[config.mk]
export PLATFORM = sky130hd
export DESIGN_NAME = multicycle_control_fsm
export DESIGN_NICKNAME = d
export VERILOG_FILES = /design/src/rtl/multicycle_control_fsm.sv
export SDC_FILE = /design/constraint.sdc
export NUM_CORES = 1
export LEC_CHECK = 0
export ABC_AREA = 1
export BUFFER_PORTS_ARGS = -buffer_cell sky130_fd_sc_hd__buf_2
export CORE_MARGIN = 1.5
export CORE_UTILIZATION = 32
export DETAILED_ROUTE_END_ITERATION = 8
export SETUP_SLACK_MARGIN = 0.2
export SYNTH_ARGS = -nofsm -noshare
export SYNTH_HDL_FRONTEND = slang
export SYNTH_SLANG_ARGS = --single-unit
export TNS_END_PERCENT = 5
[constraint.sdc]
create_clock -name clk -period 5.3 [get_ports clk]
set_input_delay 1.325 -clock clk [delete_from_list [all_inputs] [get_ports clk]]
set_output_delay 1.325 -clock clk [all_outputs]
set_load 0.05 [all_outputs]
[src/rtl/multicycle_control_fsm.sv]
// Multicycle RV32I control unit: sequences FETCH..writeback over a shared-memory datapath,
// stretches memory states on cache misses, and traps illegal instructions or wait timeouts.
// Optional macro STALL_CNT_EN adds the stall_cycles counter output.
module multicycle_control_fsm #(
    parameter int MEM_TIMEOUT = 256,
    parameter int TO_W        = 9,
    parameter int BRANCH_EXT  = 1
) (
    input  logic        clk,
    input  logic        rst_n,
    input  logic [6:0]  opcode,
    input  logic [2:0]  funct3,
    input  logic        funct7b5,
    input  logic        zero,
    input  logic        lt,
    input  logic        ltu,
    input  logic        mem_ready,
    output logic        mem_req,
    output logic        mem_read,
    output logic        mem_write,
    output logic        adr_src,
    output logic        ir_write,
    output logic        pc_write,
    output logic        reg_write,
    output logic [1:0]  alu_src_a,
    output logic [1:0]  alu_src_b,
    output logic [1:0]  result_src,
    output logic [2:0]  imm_src,
    output logic [3:0]  alu_control,
    output logic        illegal_instr,
    output logic        mem_timeout
`ifdef STALL_CNT_EN
    ,
    output logic [31:0] stall_cycles
`endif
);

    typedef enum logic [3:0] {
        S_RST, S_FETCH, S_DECODE, S_MEMADR, S_MEMRD, S_MEMWB, S_MEMWR,
        S_EXECR, S_EXECI, S_ALUWB, S_BRANCH, S_JAL, S_JALR1, S_JALR2, S_TRAP
    } state_t;

    state_t          r_state;
    state_t          w_nextState;
    logic [TO_W-1:0] r_waitCnt;
    logic            r_illegal;
    logic            r_timeout;
    logic [3:0]      w_aluFunc;
    logic            w_taken;
    logic            w_branchLegal;
    logic            w_waitExpired;
    logic            w_setIllegal;
    logic            w_setTimeout;

    // The limit cycle itself still accepts mem_ready; only a miss on it trips the trap.
    assign w_waitExpired = (MEM_TIMEOUT != 0) && !mem_ready &&
                           (r_waitCnt == TO_W'(MEM_TIMEOUT - 1));
    assign w_branchLegal = (funct3[2:1] == 2'b00) || (funct3[2] && (BRANCH_EXT != 0));

    always_comb begin
        w_aluFunc = 4'b0000;
        case (funct3)
            3'b000:  w_aluFunc = (r_state == S_EXECR && funct7b5) ? 4'b0001 : 4'b0000;
            3'b001:  w_aluFunc = 4'b0111;
            3'b010:  w_aluFunc = 4'b0101;
            3'b011:  w_aluFunc = 4'b0110;
            3'b100:  w_aluFunc = 4'b0100;
            3'b101:  w_aluFunc = funct7b5 ? 4'b1001 : 4'b1000;
            3'b110:  w_aluFunc = 4'b0011;
            default: w_aluFunc = 4'b0010;
        endcase
    end

    always_comb begin
        w_taken = 1'b0;
        case (funct3)
            3'b000:  w_taken = zero;
            3'b001:  w_taken = !zero;
            3'b100:  w_taken = lt;
            3'b101:  w_taken = !lt;
            3'b110:  w_taken = ltu;
            3'b111:  w_taken = !ltu;
            default: w_taken = 1'b0;
        endcase
    end

    always_comb begin
        w_nextState  = r_state;
        w_setIllegal = 1'b0;
        w_setTimeout = 1'b0;
        mem_req      = 1'b0;
        mem_read     = 1'b0;
        mem_write    = 1'b0;
        adr_src      = 1'b0;
        ir_write     = 1'b0;
        pc_write     = 1'b0;
        reg_write    = 1'b0;
        alu_src_a    = 2'b00;
        alu_src_b    = 2'b00;
        result_src   = 2'b00;
        imm_src      = 3'b000;
        alu_control  = 4'b0000;
        case (r_state)
            S_RST: w_nextState = S_FETCH;
            S_FETCH: begin
                mem_req  = 1'b1;
                mem_read = 1'b1;
                if (mem_ready) begin
                    ir_write    = 1'b1;
                    pc_write    = 1'b1;
                    alu_src_b   = 2'b10;
                    result_src  = 2'b10;
                    w_nextState = S_DECODE;
                end else if (w_waitExpired) begin
                    w_nextState  = S_TRAP;
                    w_setTimeout = 1'b1;
                end
            end
            S_DECODE: begin
                alu_src_a = 2'b01;
                alu_src_b = 2'b01;
                imm_src   = 3'b010;
                case (opcode)
                    7'b0000011, 7'b0100011: w_nextState = S_MEMADR;
                    7'b0110011: w_nextState = S_EXECR;
                    7'b0010011: w_nextState = S_EXECI;
                    7'b1100011: w_nextState = S_BRANCH;
                    7'b1101111: w_nextState = S_JAL;
                    7'b1100111: begin
                        if (funct3 == 3'b000) begin
                            w_nextState = S_JALR1;
                        end else begin
                            w_nextState  = S_TRAP;
                            w_setIllegal = 1'b1;
                        end
                    end
                    default: begin
                        w_nextState  = S_TRAP;
                        w_setIllegal = 1'b1;
                    end
                endcase
            end
            S_MEMADR: begin
                alu_src_a   = 2'b10;
                alu_src_b   = 2'b01;
                imm_src     = opcode[5] ? 3'b001 : 3'b000;
                w_nextState = opcode[5] ? S_MEMWR : S_MEMRD;
            end
            S_MEMRD: begin
                mem_req  = 1'b1;
                mem_read = 1'b1;
                adr_src  = 1'b1;
                if (mem_ready) begin
                    w_nextState = S_MEMWB;
                end else if (w_waitExpired) begin
                    w_nextState  = S_TRAP;
                    w_setTimeout = 1'b1;
                end
            end
            S_MEMWB: begin
                result_src  = 2'b01;
                reg_write   = 1'b1;
                w_nextState = S_FETCH;
            end
            S_MEMWR: begin
                mem_req   = 1'b1;
                mem_write = 1'b1;
                adr_src   = 1'b1;
                if (mem_ready) begin
                    w_nextState = S_FETCH;
                end else if (w_waitExpired) begin
                    w_nextState  = S_TRAP;
                    w_setTimeout = 1'b1;
                end
            end
            S_EXECR, S_EXECI: begin
                alu_src_a   = 2'b10;
                alu_src_b   = (r_state == S_EXECI) ? 2'b01 : 2'b00;
                alu_control = w_aluFunc;
                w_nextState = S_ALUWB;
            end
            S_ALUWB: begin
                reg_write   = 1'b1;
                w_nextState = S_FETCH;
            end
            S_BRANCH: begin
                alu_src_a   = 2'b10;
                alu_control = 4'b0001;
                if (w_branchLegal) begin
                    pc_write    = w_taken;
                    w_nextState = S_FETCH;
                end else begin
                    w_nextState  = S_TRAP;
                    w_setIllegal = 1'b1;
                end
            end
            S_JAL, S_JALR2: begin
                alu_src_a   = 2'b01;
                alu_src_b   = 2'b10;
                pc_write    = 1'b1;
                w_nextState = S_ALUWB;
            end
            S_JALR1: begin
                alu_src_a   = 2'b10;
                alu_src_b   = 2'b01;
                w_nextState = S_JALR2;
            end
            default: w_nextState = S_TRAP;
        endcase
    end

    always_ff @(posedge clk or negedge rst_n) begin
        if (!rst_n) begin
            r_state   <= S_RST;
            r_waitCnt <= '0;
            r_illegal <= 1'b0;
            r_timeout <= 1'b0;
        end else begin
            r_state   <= w_nextState;
            r_waitCnt <= (mem_req && !mem_ready) ? r_waitCnt + TO_W'(1) : '0;
            if (w_setIllegal) r_illegal <= 1'b1;
            if (w_setTimeout) r_timeout <= 1'b1;
        end
    end

    assign illegal_instr = r_illegal;
    assign mem_timeout   = r_timeout;

`ifdef STALL_CNT_EN
    logic [31:0] r_stallCnt;

    always_ff @(posedge clk or negedge rst_n) begin
        if (!rst_n) begin
            r_stallCnt <= '0;
        end else if (mem_req && !mem_ready) begin
            r_stallCnt <= r_stallCnt + 32'd1;
        end
    end

    assign stall_cycles = r_stallCnt;
`endif

endmodule

==> impl_results.md, run 1 <==
* Outcome: complete, no violations
* Root Driver: clkbuf_8
* Nets at 263
* Total power at 229.1 uW
* Routed vias/inst at roughly 4.5
* Depth of the most critical reg-to-reg path at 13
* Skew final at around 0.00095 ns
* Crit start category: input port
* Mapped Cells at 204
* H-tree depth at 1
* Crit. End Element: output pin
* Critical path launch point: funct3[0]
* Top Layer Used: met4
* DRT antenna net count at 0
* Main flop type after synthesis: dfrtp_1
* Final hold violation count at 0
* Drt first pass iters at 4
* DP Cell Count at 287
* EDFF count, synth at 0
* R2R Path End: r_state[0]$_DFF_PN0_
* F_max at roughly 270 MHz
* Clock slew at reported path FFs at 0.06 ns
* Diode count at 0
* Core footprint at 0.003744 sq mm
* Die Ht at 66.09 microns
* Die area at 0.004368 sq mm
* Max Transition Viols Final at 0
* Post-Syn Area per Cell at 6.244 sq um
* Total Wirelength at 2768 microns
* Synth top area share at 0.2947
* Initial antenna violation count at 0
* Hold_sp: r_waitCnt[0]$_DFF_PN0_
* Synthesized cell area at 0.001274 sq mm
* Pwr dens at around 150 mW/mm^2
* Maximum vdd ir drop at 0.0001068 V
* WP data required at 3.97 ns
* Area contributors post-synth: dfrtp_1 29%, nand2_1 17%, inv_1 11%, nor2_1 9.1%, nand3_1 6.7%
* Synth Register Bits at 15
* Synth cell count leaders: 56 x nand2_1, 36 x inv_1, 31 x nor2_1, 17 x nand3_1, 15 x dfrtp_1
* FFs w/ async S/R, synth at 1.000
* Tmin final at 3.765 ns
* Largest net degree at the start of global routing at 16
* RSZ-0062 raised after global routing: false
* Reg2Reg Setup Slack at 3.29 ns
* Syn_nets at 223
* Layout cells sized above 1 at 0.2263
* # IOs at 39
* Library cells used by synthesis at 28
* Fin crit share at 0.7105
* Clk_lat worst skew at 0.24 ns
* GRT Total Usage at 0.1383
* RR Startpoint: r_waitCnt[0]$_DFF_PN0_
* Arrival time at the worst endpoint at roughly 2.4 ns
* Sequential share of the synthesized area at 0.2947
* Post-cts resize count at 0
* Yosys warns at 0
* Vias in the first global route at 1155
* Num CTS Buffers at 3
* Total gr overflow at 0
* DIE WIDTH at 66.09 microns
* Port-buffer cells at 37
* Starting density of the core at 0.3402
* Final design utilization at 0.4138
* DR WL/cell at approximately 9.5 microns
* Setup_tns at 0 ns
* Largest fanout on the critical path at 6
* WHS Path Cells at 1
* Fin cells at 291
* Setup Viol. Count Final at 0
* Site Rows at 22
* Met3 WL post-DR at around 92 microns
* # clock sinks at 15
* Leading area contributor after synthesis: dfrtp_1
* Via count at between 1000 and 1500
* DP HPWL at ~2300 microns
* Clk buf depth at 2
* Hold_buf cts at 0
* Kind of critical path: in2out
* Layout Area Growth over Synthesis at 21.61%
* GPL Wtd Cong at 0.8842
* Drt drc at 0
* Post-CTS setup buffers at 0
* Max Cap Viol at 0
* DRT iter0 DRCs at 74
* M1 WL at roughly 1400 microns
* Leakage at 0.0009395 uW
* Routed length on met2 at 1244 microns
* Hold EP: r_waitCnt[0]$_DFF_PN0_
* HP Class: reg2reg
* Most frequent cell after synthesis: nand2_1
* CTS tree: done
* First-pass GRT wire length at between 4000 and 5000 microns
## layout by cell type (no fill, tap or decap), types with 2 or more instances in the layout
| cell | netlist | routed |
|---|---|---|
| nand3_1 | 17 | 17 |
| nor3b_2 | 2 | 2 |
| nor2_1 | 31 | 31 |
| nand2_1 | 56 | 56 |
| buf_2 | 0 | 37 |
| ha_1 | 2 | 2 |
| a21oi_1 | 7 | 7 |
| nor2_2 | 2 | 2 |
| nand4_1 | 5 | 5 |
| clkbuf_8 | 0 | 3 |
| o21bai_1 | 2 | 2 |
| and3_1 | 2 | 2 |
| nor2_4 | 3 | 3 |
| o21ai_0 | 8 | 8 |
| dfrtp_1 | 15 | 15 |
| nor3_2 | 2 | 2 |
| inv_1 | 36 | 36 |
## sequential cells by signal, indices dropped and copies added (netlist names)
name           flops
illegal_instr      1
r_state            4
r_waitCnt          9
mem_timeout        1
## per-stage QoR
stage | worst slack (ns) | area (sq um) | hold WS (ns)
finish | 1.535 | 1549 | 0.4570
global route | 1.444 | 1549 | 0.4883
CTS | 1.562 | 1549 | 0.4625
floorplan | 1.593 | 1274 | 0.4329
global placement | 1.603 | 1504 | 0.4512
detailed placement | 1.571 | 1504 | 0.4479
## cell families after synthesis
kind of cell	Yosys count	share of synthesized area
other cells	1	0.002944
xor+xnor	1	0.006877
compound gates	18	0.07564
simple gates	127	0.4745
fa+ha+maj	2	0.01964
flops	15	0.2947
buf+inv	40	0.1257
## worst max path at each step
stage | end | slack [ns] | cells past startpoint
after floorplan | alu_control[2] | 1.59 | 3
after global placement | pc_write | 1.60 | 9
after global routing | pc_write | 1.44 | 9
after CTS | pc_write | 1.56 | 9
after detailed placement | pc_write | 1.57 | 9
final | pc_write | 1.53 | 9
## where the power goes
| part | total (uW) | switching (uW) | internal, uW |
|---|---|---|---|
| Clock | 88.9 | 35.8 | 53.1 |
| Combinational | 25.5 | 16.8 | 8.72 |
| Sequential | 115 | 0 | 115 |
| Total | 229 | 52.6 | 176 |
## cell type report
cell class	count	area, sq um
Multi-Input combinational cell	149	738.2
Fill cell	434	2195
Sequential cell	15	375.4
Inverter	38	145.1
Timing Repair Buffer	37	185.2
Clock buffer	4	45.04
Tap cell	48	60.06
## per-layer routing
layer,GRT usage,vias to the layer above
li1,-,709
met1,0.1848,564
met2,0.2238,23
met3,0.01533,5
met4,0.06122,0
met5,0,-
## worst max-delay path, stage by stage
cell and delay, ns:
buf_2 0.13, nor2_1 0.24, nand2_1 0.15, nor2_1 0.12, nor2_1 0.06, nand2_1 0.05, nand2_1 0.05, nand2_1 0.06
buf_2 0.25
No activity file was read; power rests on OpenSTA's default activity.
==> inputs of run 2 (changes only) <==
Clock period 5.3 ns to 3.95 ns, I/O delays scaled along.
==> impl_results.md, run 2 (same netlist as run 1, synthesis figures left out) <==
* Outcome: complete, no violations
* Largest registers: r_waitCnt: 9 flops, r_state: 4 flops
* Layout Area Growth over Synthesis at 21.61% (unchanged)
* Root Driver: clkbuf_8
* Total power at 307.5 uW (+34%)
* Vias in the first global route at 1187 (+2.8%)
* Setup_tns at 0 ns (unchanged)
* Post-CTS setup buffers at 0 (unchanged)
* DRT antenna net count at 0 (unchanged)
* Crit. End Element: output pin
* WP data required at 2.96 ns (-1.01 ns)
* Maximum vdd ir drop at 0.0001356 V (+27%)
* Die area at 0.004368 sq mm (unchanged)
* Final hold violation count at 0 (unchanged)
* Final design utilization at 0.4138 (unchanged)
* F_max at 325.1 MHz
* RSZ-0062 raised after global routing: false
* Die Ht at 66.09 microns (unchanged)
* Starting density of the core at 0.3402 (unchanged)
* DIE WIDTH at 66.09 microns (unchanged)
* Leakage at 0.0009395 uW (unchanged)
* Clock slew at reported path FFs at 0.06 ns (about the same)
* Diode count at 0 (unchanged)
* Fin crit share at 0.7787
* PnR worst setup slack at 0.8741 ns (-0.6604 ns)
* Drt drc at 0 (unchanged)
* Skew final at 0.0008735 ns (-0.00007519 ns)
* GRT Total Usage at 0.1371 (-0.001170)
* Tmin final at 3.076 ns
* Nets at 263 (unchanged)
* Via count at 1322 (+1.6%)
* Max Cap Viol at 0 (unchanged)
* Final hold slack at 0.4590 ns (+0.001980 ns)
* Pwr dens at 198.5 mW/mm^2 (+34%)
* Site Rows at 22 (unchanged)
* Port-buffer cells at 37 (unchanged)
* Largest fanout on the critical path at 6 (unchanged)
* Reg with most FFs: r_waitCnt
* Total gr overflow at 0 (unchanged)
* First-pass GRT wire length at 4705 microns (unchanged)
* Routed vias/inst at 4.543 (+1.6%)
* Depth of the most critical reg-to-reg path at 13 (unchanged)
* HP Class: reg2reg
* # clock sinks at 15 (unchanged)
* Setup Viol. Count Final at 0 (unchanged)
* Kind of critical path: in2out
* Initial antenna violation count at 0 (unchanged)
* # IOs at 39 (unchanged)
* Arrival time at the worst endpoint at 2.09 ns (-0.35 ns)
* Clk_lat worst skew at 0.24 ns (about the same)
* Commonest cells after routing, fill and taps aside: 56 x nand2_1, 37 x buf_2, 36 x inv_1, 31 x nor2_1, 17 x nand3_1
* DR WL/cell at 9.498 microns (-0.14%)
* Max reg flops at 9 (unchanged)
* Max Transition Viols Final at 0 (unchanged)
* Total Wirelength at 2764 microns (-0.14%)
* Layout cells sized above 1 at 0.2263 (unchanged)
* Core footprint at 0.003744 sq mm (unchanged)
* Most common cell after layout, fill and taps aside: nand2_1
* Clk buf depth at 2 (unchanged)
* GPL Wtd Cong at 0.8836 (about the same)
* CTS tree: done
* DRT iter0 DRCs at 127 (+72%)
* Drt first pass iters at 4 (unchanged)
* Largest net degree at the start of global routing at 16 (unchanged)
* H-tree depth at 1 (unchanged)
* Pre-CTS setup slack at 0.8906 ns (-0.6807 ns)
* WHS Path Cells at 1 (unchanged)
* Num CTS Buffers at 3 (unchanged)
* Crit start category: input port
* Post-cts resize count at 0 (unchanged)
* Hold_buf cts at 0 (unchanged)
* DP HPWL at 2312 microns (-0.28%)
[run 2: cell counts in the layout (fill, tap and decap cells not counted)]
Identical to the previous run, type by type.
[run 2: worst paths after layout]
path	slack [ns]	from	end
worst max-delay path	0.87	funct3[0]	pc_write
worst min-delay path	0.46	r_waitCnt[0]$_DFF_PN0_	r_waitCnt[0]$_DFF_PN0_
worst max register to register	1.95	r_waitCnt[0]$_DFF_PN0_	r_state[0]$_DFF_PN0_
worst min register to register	0.46	r_waitCnt[0]$_DFF_PN0_	r_waitCnt[0]$_DFF_PN0_
max in group asynchronous	3.07	rst_n	r_state[0]$_DFF_PN0_
min in group asynchronous	0.64	rst_n	r_waitCnt[8]$_DFF_PN0_
[run 2: report_power, final]
part / switching [uW] / total [uW] / internal (uW)
Clock: 48.0 / 119 / 71.2
Combinational: 22.8 / 34.5 / 11.7
Sequential: 0 / 154 / 154
[run 2: through the flow]
stage / area [sq um] / cells
2_1_floorplan: 1274 / 204
3_3_place_gp: 1504 / 287
3_5_place_dp: 1504 / 287
4_1_cts: 1549 / 291
5_1_grt: 1549 / 291
6_report: 1549 / 291
[run 2: final cells by class]
cell class / count / area, sq um
Clock buffer: 4 / 45.04
Fill cell: 428 / 2195
Inverter: 38 / 145.1
Multi-Input combinational cell: 149 / 738.2
Sequential cell: 15 / 375.4
Tap cell: 48 / 60.06
Timing Repair Buffer: 37 / 185.2
[run 2: worst max-delay path, stage by stage]
cell and delay, ns:
buf_2 0.13, nor2_1 0.25, nand2_1 0.15, nor2_1 0.11, nor2_1 0.05, nand2_1 0.06, nand2_1 0.05, nand2_1 0.06
buf_2 0.25
[run 2: routing by layer]
layer,vias up,track usage,share of wire
met5,-,0,0
met4,0,0.05357,0.013
met3,4,0.01363,0.050
met2,30,0.2275,0.46
met1,578,0.1823,0.48
li1,710,-,-
